File: config.mk
export PLATFORM = sky130hd
export DESIGN_NAME = instruction_cache
export DESIGN_NICKNAME = d
export VERILOG_FILES = /design/src/rtl/icache_pkg.sv /design/src/rtl/icache_line_array.sv /design/src/rtl/instruction_cache.sv
export SDC_FILE = /design/constraint.sdc
export NUM_CORES = 1
export LEC_CHECK = 0
export BUFFER_PORTS_ARGS = -buffer_cell sky130_fd_sc_hd__buf_2
export CAP_MARGIN = 20
export CORE_MARGIN = 2
export CORE_UTILIZATION = 58
export CTS_CLUSTER_DIAMETER = 120
export DETAILED_ROUTE_END_ITERATION = 16
export GPL_TIMING_DRIVEN = 1
export PLACE_DENSITY = 0.76
export SLEW_MARGIN = 20
export SYNTH_ARGS = -nofsm -noshare
export SYNTH_HDL_FRONTEND = slang
export SYNTH_SLANG_ARGS = --single-unit
File: constraint.sdc
create_clock -name CLK -period 18.7 [get_ports CLK]
set_input_delay 3.74 -clock CLK [delete_from_list [all_inputs] [get_ports CLK]]
set_output_delay 3.74 -clock CLK [all_outputs]
set_load 0.02 [all_outputs]
File: src/rtl/icache_pkg.sv
// Shared sizing, PC field split and FSM encoding for the direct-mapped instruction cache.
// Latency: none (types and constants only); backpressure: n/a.
package icache_pkg;
  localparam int INDEX_BITS  = 3;
  localparam int ADDR_BITS   = 10;
  localparam int OFFSET_BITS = 4;
  localparam int TAG_BITS    = ADDR_BITS - INDEX_BITS - OFFSET_BITS;
  localparam int BLOCK_BITS  = 128;
  localparam int WORD_BITS   = 32;
  localparam int LINES       = 1 << INDEX_BITS;

  typedef enum logic [1:0] {
    ST_IDLE     = 2'd0,
    ST_MEM_READ = 2'd1,
    ST_UPDATE   = 2'd2
  } state_t;

  typedef struct packed {
    logic [TAG_BITS-1:0]   tag;
    logic [INDEX_BITS-1:0] index;
    logic [1:0]            word;
    logic [1:0]            byte_sel;
  } pc_fields_t;

  function automatic pc_fields_t split_pc(input logic [ADDR_BITS-1:0] addr);
    return pc_fields_t'(addr);
  endfunction
endpackage

File: src/rtl/icache_line_array.sv
// Valid/tag/data storage: combinational read + hit compare, synchronous fill and valid clear.
// Latency: read 0 cycles, write visible next cycle; backpressure: none, RESET beats a fill.
module icache_line_array
  import icache_pkg::*;
(
  input  logic                  clk,
  input  logic                  reset,
  input  logic                  wr_en,
  input  logic [INDEX_BITS-1:0] wr_index,
  input  logic [TAG_BITS-1:0]   wr_tag,
  input  logic [BLOCK_BITS-1:0] wr_data,
  input  logic [INDEX_BITS-1:0] rd_index,
  input  logic [TAG_BITS-1:0]   rd_tag,
  output logic [BLOCK_BITS-1:0] rd_data,
  output logic                  hit
);
  logic [LINES-1:0]      valid;
  logic [TAG_BITS-1:0]   tag_store  [LINES];
  logic [BLOCK_BITS-1:0] data_store [LINES];

  always_ff @(posedge clk) begin
    if (reset) begin
      valid <= '0;
    end else if (wr_en) begin
      valid[wr_index] <= 1'b1;
    end
  end

  // Tags and data carry no reset; a fill coinciding with reset is dropped entirely.
  always_ff @(posedge clk) begin
    if (wr_en && !reset) begin
      tag_store[wr_index]  <= wr_tag;
      data_store[wr_index] <= wr_data;
    end
  end

  assign rd_data = data_store[rd_index];
  assign hit     = valid[rd_index] && (tag_store[rd_index] == rd_tag);
endmodule

File: src/rtl/instruction_cache.sv
// Direct-mapped I-cache: hits return same cycle, misses refill one 16-byte block.
// Latency: hit 0 cycles, miss N+3 cycles of BUSYWAIT; backpressure: stalls CPU, waits on MEM_BUSYWAIT.
module instruction_cache
  import icache_pkg::*;
(
  input  logic                  CLK,
  input  logic                  RESET,
  input  logic [31:0]           PC,
  output logic [WORD_BITS-1:0]  INSTRUCTION,
  output logic                  BUSYWAIT,
  output logic                  MEM_READ,
  output logic [5:0]            MEM_ADDRESS,
  input  logic [BLOCK_BITS-1:0] MEM_READDATA,
  input  logic                  MEM_BUSYWAIT
);
  state_t                state, next_state;
  pc_fields_t            pc_f;
  logic                  hit;
  logic                  fill;
  logic [BLOCK_BITS-1:0] line_data;
  logic                  unused_pc_bits;

  assign pc_f           = split_pc(PC[ADDR_BITS-1:0]);
  assign unused_pc_bits = ^{PC[31:ADDR_BITS], pc_f.byte_sel};

  icache_line_array u_lines (
    .clk      (CLK),
    .reset    (RESET),
    .wr_en    (fill),
    .wr_index (pc_f.index),
    .wr_tag   (pc_f.tag),
    .wr_data  (MEM_READDATA),
    .rd_index (pc_f.index),
    .rd_tag   (pc_f.tag),
    .rd_data  (line_data),
    .hit      (hit)
  );

  assign INSTRUCTION = line_data[{pc_f.word, 5'd0} +: WORD_BITS];

  always_ff @(posedge CLK) begin
    if (RESET) begin
      state <= ST_IDLE;
    end else begin
      state <= next_state;
    end
  end

  always_comb begin
    next_state  = state;
    BUSYWAIT    = 1'b1;
    MEM_READ    = 1'b0;
    MEM_ADDRESS = '0;
    fill        = 1'b0;
    case (state)
      ST_IDLE: begin
        BUSYWAIT = !hit;
        if (!hit) next_state = ST_MEM_READ;
      end
      ST_MEM_READ: begin
        MEM_READ    = 1'b1;
        MEM_ADDRESS = {pc_f.tag, pc_f.index};
        if (!MEM_BUSYWAIT) begin
          fill       = 1'b1;
          next_state = ST_UPDATE;
        end
      end
      // One extra stall cycle so the freshly written line is read back as a hit.
      ST_UPDATE: next_state = ST_IDLE;
      default:   next_state = ST_IDLE;
    endcase
  end
endmodule
==> metrics, run 1 <==
core footprint 70150 µm²; total I/O pin count 203; share of the core filled with cells 0.6566; most used standard cell by instance count after synthesis sky130_fd_sc_hd__edfxtp_1; Post-synth ARST share 0; via count of the first global-routing pass 22890; Hold WC Path Type flip-flop to flip-flop; Yosys warning total 0; power density over the cells 106.9 nW/µm²; cell types occupying the most area after synthesis sky130_fd_sc_hd__edfxtp_1, sky130_fd_sc_hd__mux4_2, sky130_fd_sc_hd__mux2_2; Slew @ Worst Pin 1.218 ns; area leader, netlist sky130_fd_sc_hd__edfxtp_1; critical path start-end classification input pin to output port; clock buffer count from CTS 100; run status completed; number of library cell types mapped by synthesis 71; number of cells produced by synthesis between 2000 and 2500; Pre-Repair DR Iteration Count 6; number of violations reported at the end of detailed-routing iteration 0 between 3000 and 4000; slew margin rel. 0.1796; vias per inst 6.771; routed wire length per instance 31.30 µm; Die W 270.3 µm; pin count of the biggest net entering global routing about 120; final cell area excluding filler cells 46060 µm²; post-synthesis register bit count 1058; critical path fanouts, max 122; static leakage about 15 nW; Setup WS post-layout 6.944 ns; count of buffers from port buffering 178; cell area after technology mapping approximately 41000 µm²; Max Freq about 85 MHz; Initial Util 0.5861; number of buffers inserted by post-CTS setup repair 0; Post-Place Worst Slack 7.003 ns; Clock Skew 0.01560 ns; GP Congestion 0.8367; Max H-tree Level 3; standard-cell rows 97; fraction of final layout cells sized beyond drive strength 1 0.2495; DIE AREA 73040 µm²; required time reported for the critical path endpoint 14.96 ns; post-synthesis sequential area ratio 0.7703; multiplexer fraction of the synthesized cell area 0.09370; setup TNS 0 ns; DRC violations left 0; largest family of logic cells by synthesized area multiplexers; ys flop type sky130_fd_sc_hd__edfxtp_1; number of enable flip-flop cells after synthesis 1048; number of max-slew violations in the final report 0; number of nets in the layout 2530; standard cell area after detailed placement roughly 43000 µm²; routed vias 23000; share of synthesized cell area in full adder, half adder and majority cells 0; cell count after placement 3204; critical path capture point type output port; simple-gate portion of the synthesized area 0.02298; DPL Wire Length 57250 µm; worst supply voltage drop on vdd between 0.06 and 0.07 mV; vertical extent of the die about 270 µm; detailed-route wire length about 110000 µm; multi-input gate area in the final layout 8523 µm²; Post-Synth XOR/XNOR Area 0.0004260; initial antenna violation count 27; final worst path period share 0.6287; share of the synthesized area in the top cell type 0.7654; clock root cell sky130_fd_sc_hd__clkbuf_16; post-synthesis compound-gate area fraction 0.08828; WP data arrival 8.02 ns; Detail Route Antenna Nets 0; P&R area growth vs syn 12.03%; clock-pin transition on the worst setup and hold timing paths roughly 0.060 ns; Post-Layout Cell Count approximately 3400; Hold-fix buffers, CTS 0; maxcap violations 0; synthesized area per cell 18.85 µm²; CTS tree yes; area taken by flip-flops and latches ~32000 µm²; WHS 0.4577 ns; filler cell count 4572; time the worst path needs with I/O delays and setup 11.76 ns; final-report setup violation count 0; Resized Gates After CTS 0; cell types with the highest counts after synthesis sky130_fd_sc_hd__edfxtp_1, sky130_fd_sc_hd__mux2_2, sky130_fd_sc_hd__a221oi_1; Fin. Hold Viols 0; clock latency on the worst-skew pair 0.66 ns; Clock Path Buffers 3; element type at the critical path start input pin; global-route congestion overflow total 0; post-synthesis net count ~2300; overall routing resource usage 0.2896; final total power 4.922 mW; unrepaired setup endpoints after global routing false; number of clock sinks 1058; first-pass GRT wire length 153800 µm
metal layers:
| layer | global-route usage | part of all wire | vias up |
|---|---|---|---|
| met2 | 0.4536 | 0.48 | 1602 |
| met4 | 0.1419 | 0.046 | 24 |
| met1 | 0.3899 | 0.37 | 11690 |
| met3 | 0.06357 | 0.11 | 272 |
| met5 | 0 | 0.0014 | - |
| li1 | - | - | 9414 |
critical path: stages:
cell	delay, ns
sky130_fd_sc_hd__buf_8	0.47
sky130_fd_sc_hd__buf_12	0.61
sky130_fd_sc_hd__and2_1	1.02
sky130_fd_sc_hd__buf_4	0.50
sky130_fd_sc_hd__o2bb2ai_1	0.17
sky130_fd_sc_hd__mux2i_1	0.11
sky130_fd_sc_hd__a221oi_1	0.69
sky130_fd_sc_hd__a31o_1	0.19
sky130_fd_sc_hd__buf_2	0.17
state kept, by name (all words and copies together), names as in the netlist:
name / count
u_lines.data_store: 1024
u_lines.tag_store: 24
u_lines.valid: 8
state: 2
worst paths after layout:
check / from / endpoint / slack (ns) / cells past startpoint
max: PC[6] / INSTRUCTION[21] / 6.94 / 9
min reg2reg: u_lines.valid[3] / u_lines.valid[3] / 0.46 / 1
max reg2reg: state[0] / u_lines.data_store[7][37] / 14.76 / 6
min: u_lines.valid[3] / u_lines.valid[3] / 0.46 / 1
cells in the final DEF, fill, tap and decap left out, types with 7 or more instances in the layout:
| cell type | count |
|---|---|
| sky130_fd_sc_hd__clkbuf_16 | 101 |
| sky130_fd_sc_hd__nand3_1 | 7 |
| sky130_fd_sc_hd__nand2_1 | 85 |
| sky130_fd_sc_hd__nor2_1 | 55 |
| sky130_fd_sc_hd__o211ai_1 | 15 |
| sky130_fd_sc_hd__a21oi_1 | 75 |
| sky130_fd_sc_hd__diode_2 | 12 |
| sky130_fd_sc_hd__clkbuf_1 | 15 |
| sky130_fd_sc_hd__o31ai_1 | 11 |
| sky130_fd_sc_hd__a221oi_1 | 102 |
| sky130_fd_sc_hd__o21ai_0 | 77 |
| sky130_fd_sc_hd__clkbuf_8 | 7 |
| sky130_fd_sc_hd__o221ai_1 | 26 |
| sky130_fd_sc_hd__bufinv_16 | 11 |
| sky130_fd_sc_hd__mux4_2 | 77 |
| sky130_fd_sc_hd__a22o_1 | 12 |
| sky130_fd_sc_hd__mux2_2 | 116 |
| sky130_fd_sc_hd__o2bb2ai_1 | 15 |
| sky130_fd_sc_hd__buf_2 | 174 |
| sky130_fd_sc_hd__clkinv_2 | 26 |
| sky130_fd_sc_hd__edfxtp_1 | 1048 |
| sky130_fd_sc_hd__clkinv_1 | 18 |
| sky130_fd_sc_hd__buf_4 | 50 |
| sky130_fd_sc_hd__and2_1 | 11 |
| sky130_fd_sc_hd__mux2i_1 | 68 |
| sky130_fd_sc_hd__a221o_1 | 17 |
| sky130_fd_sc_hd__o22ai_1 | 13 |
| sky130_fd_sc_hd__a211oi_1 | 8 |
| sky130_fd_sc_hd__a22oi_1 | 73 |
| sky130_fd_sc_hd__dfxtp_1 | 10 |
power breakdown:
part	total [mW]	internal, mW	switching (mW)
Combinational	0.283	0.0896	0.194
Clock	2.01	1.16	0.851
Sequential	2.62	2.62	0.00368
Total	4.92	3.87	1.05
cells by family after synthesis:
family	after synthesis
buffers and inverters	157
DFF	1058
and+or+nand+nor	202
xor gates and xnor gates	2
muxes	269
AOI/OAI and AO/OA	493
layout make-up:
class	count	share of cell area
timing repair buffer	231	0.02974
sequential	1058	0.6876
antenna	12	0.0006519
inverter	10	0.0008692
multi-input combinational	966	0.1850
tap	940	0.02553
clock buffer	122	0.05789
clock inverter	58	0.01271
No activity file was read; power rests on OpenSTA's default activity.
==> run 2, diff against run 1 <==
ABC_AREA = 1   (was unset)
clock period = 11.4 ns   (was 18.7 ns; I/O delays follow)
==> run 2 against run 1 <==
  * Synthesized area shrank 0.55%
  * Routed wire length grew 0.66%
  * Synthesized cell count grew 43%
  * Setup slack lost 4.0 ns
  * Non-clock buffer count shrank 16
  * Sequential power grew 65%
  * Global-route usage grew 0.20 points
  * Combinational power grew 55%
  * Count of clock-buffer cells in the layout grew 20
  * Core utilization grew 0.13 points
==> metrics, run 2 <==
Slew @ Worst Pin 1.134 ns; initial antenna violation count 35; number of clock sinks roughly 1100; number of cells on the worst reg-to-reg path 7; number of library cell types mapped by synthesis 24; Fin. Hold Viols 0; maxcap violations 0; final total power about 8 mW; run status completed; cells along the critical path buf_2 > buf_4 > inv_1 > buf_4 > nand2_1 > nor2_4 > buf_4 > nand2_1 > nand4_1 > nor2_1 > nand3_1 > nand3_1 > nand2_1 > buf_2; share of total power consumed by net switching 0.2167; fraction of power consumed by the clock network 0.410; critical path fanouts, max 37; sequential group share of total power 0.536; worst supply voltage drop on vdd 0.1523 mV; number of enable flip-flop cells after synthesis around 1000; Max Freq 118.9 MHz; setup TNS 0 ns; CTS tree yes; most used standard cell by instance count after synthesis sky130_fd_sc_hd__edfxtp_1; vias per inst 6.142; critical path start-end classification input pin to output port; commonest non-fill, non-tap cells in the layout sky130_fd_sc_hd__edfxtp_1, sky130_fd_sc_hd__nand2_1, sky130_fd_sc_hd__nand3_1, sky130_fd_sc_hd__buf_2, sky130_fd_sc_hd__a21oi_1; number of cells produced by synthesis 3127; vertical extent of the die 269.5 µm; largest registers in the final layout u_lines.data_store (1024), u_lines.tag_store (24), u_lines.valid (8); slew margin rel. 0.2423; internal power consumption 6.303 mW; final-report setup violation count 0; clock-pin transition on the worst setup and hold timing paths around 0.06 ns; Clock Path Buffers 3; switching component of the power ~1.7 mW; Yosys warning total 0; pin count of the biggest net entering global routing ~120; Hold-fix buffers, CTS 0; routed wire length per instance 24.84 µm; DRC violations left 0; Pre-Repair DR Iteration Count 7; number of flip-flops under the largest register name 1024; Hold WC Path Type flip-flop to flip-flop; fraction of final layout cells sized beyond drive strength 1 0.1170; Initial Util 0.5849; synthesized area per cell 13.08 µm²; element type at the critical path start input pin; slowest stage delay, CP 0.88 ns; filler cell count 4814; Max H-tree Level 3; register name with the most flops u_lines.data_store; number of cells on the worst hold path 2; critical path capture point type output port; Die W between 200 and 300 µm; routed vias 26470; cell types with the highest counts after synthesis sky130_fd_sc_hd__edfxtp_1, sky130_fd_sc_hd__nand2_1, sky130_fd_sc_hd__nand3_1; first-pass GRT wire length 158400 µm; share of the synthesized area in the top cell type 0.7696; number of cells on the critical path 14; combinational cell fraction of total power 0.055; unrepaired setup endpoints after global routing false; cell family with the largest share of critical-path delay buffers and inverters; number of nets in the layout ~3400; via count of the first global-routing pass 26380; time the worst path needs with I/O delays and setup 8.411 ns; Detail Route Antenna Nets 0; Post-synth ARST share 0; global-route congestion overflow total 0; WP data arrival 6.13 ns; number of violations reported at the end of detailed-routing iteration 0 3589; post-synthesis register bit count around 1100; post-synthesis sequential area ratio 0.7745; total I/O pin count 203; count of buffers from port buffering 178; required time reported for the critical path endpoint roughly 9.1 ns; clock root cell sky130_fd_sc_hd__clkbuf_16; GP Congestion ~0.8; detailed-route wire length between 100000 and 150000 µm; final worst path period share 0.7378; CP Buf/Inv Count 6; cell types occupying the most area after synthesis sky130_fd_sc_hd__edfxtp_1, sky130_fd_sc_hd__nand2_1, sky130_fd_sc_hd__nand3_1; number of max-slew violations in the final report 0; post-synthesis net count ~3300; area leader, netlist sky130_fd_sc_hd__edfxtp_1; Resized Gates After CTS 0; number of buffers inserted by post-CTS setup repair 0; clock latency on the worst-skew pair 0.67 ns; power density over the cells 174.9 nW/µm²; DIE AREA approximately 73000 µm²; clock buffer count from CTS between 100 and 150; most common library cell in the layout ignoring fill and taps sky130_fd_sc_hd__edfxtp_1; cell area after technology mapping 40890 µm²; overall routing resource usage 0.2916; Worst path slowest cell sky130_fd_sc_hd__nor2_4; Clock Skew 0.02401 ns; core footprint 69910 µm²; P&R area growth vs syn 12.49%; ys flop type sky130_fd_sc_hd__edfxtp_1; standard-cell rows 97; DPL Wire Length 53290 µm; static leakage 15.88 nW
-- run 2: changes by cell type after synthesis, sizes merged, moves of 53 or more --
cell    change
a21oi      +93
inv        +54
mux2      -122
nand2     +851
nand3     +383
nand4      +92
a221oi    -104
mux2i      -68
mux4       -79
a22oi      -53
-- run 2: cell type report --
| type | count | area, µm² | area share |
|---|---|---|---|
| well taps | 940 | 1176 | 0.02557 |
| inverters | 63 | 250.2 | 0.005441 |
| repair buffers | 215 | 1318 | 0.02864 |
| diodes | 19 | 47.55 | 0.001034 |
| clock buffers | 142 | 2734 | 0.05944 |
| clock inverters | 45 | 511.7 | 0.01113 |
| multi-input cells | 1828 | 8288 | 0.1802 |
| flip-flops and latches | 1058 | 31670 | 0.6886 |
-- run 2: through the flow --
| stage | hold slack [ns] | setup WS [ns] | util | cell area [µm²] | cells |
|---|---|---|---|---|---|
| after floorplan | 0.4281 | 2.074 | - | 40890 | 3127 |
| after global placement | 0.4392 | 3.135 | 0.6108 | 42700 | 4104 |
| after detailed placement | 0.4511 | 3.048 | 0.6108 | 42700 | 4104 |
| after CTS | 0.4657 | 3.023 | 0.6573 | 45950 | 4291 |
| after global routing | 0.5061 | 2.924 | 0.6578 | 45980 | 4305 |
| final | 0.4774 | 2.989 | 0.6580 | 46000 | 4310 |
-- run 2: path summary, 6_finish.rpt --
kind                    startpoint                        end  slack (ns)
setup / recovery             PC[6]            INSTRUCTION[29]        2.99
setup reg to reg          state[0]  u_lines.data_store[3][40]        7.72
hold / removal    u_lines.valid[5]           u_lines.valid[5]        0.48
hold reg to reg   u_lines.valid[5]           u_lines.valid[5]        0.48
-- run 2: cell families after synthesis --
group,Yosys count,share of synthesized area
buf+inv,241,0.02521
compound gates,239,0.03078
simple gates,1589,0.1695
flops,1058,0.7745
-- run 2: tightest hold or removal path, cell delays in order (launching register included) --
cell,delay (ns)
sky130_fd_sc_hd__dfxtp_1,0.33
sky130_fd_sc_hd__nand2_1,0.06
sky130_fd_sc_hd__o21ai_0,0.06
-- run 2: per-layer routing --
| metal | share of wire | track usage | vias to the layer above |
|---|---|---|---|
| li1 | - | - | 11520 |
| met1 | 0.38 | 0.3764 | 13010 |
| met2 | 0.49 | 0.4818 | 1671 |
| met3 | 0.10 | 0.05691 | 257 |
| met4 | 0.033 | 0.1357 | 14 |
| met5 | 0.00073 | 0 | - |
-- run 2: power groups by stage --
stage | clock network, mW | logic, mW | registers [mW]
floorplan | 0 | 0.231 | 4.40
global placement | 0 | 0.417 | 4.39
detailed placement | 0 | 0.430 | 4.39
CTS | 3.31 | 0.433 | 4.31
global route | 3.46 | 0.471 | 4.31
finish | 3.30 | 0.439 | 4.31
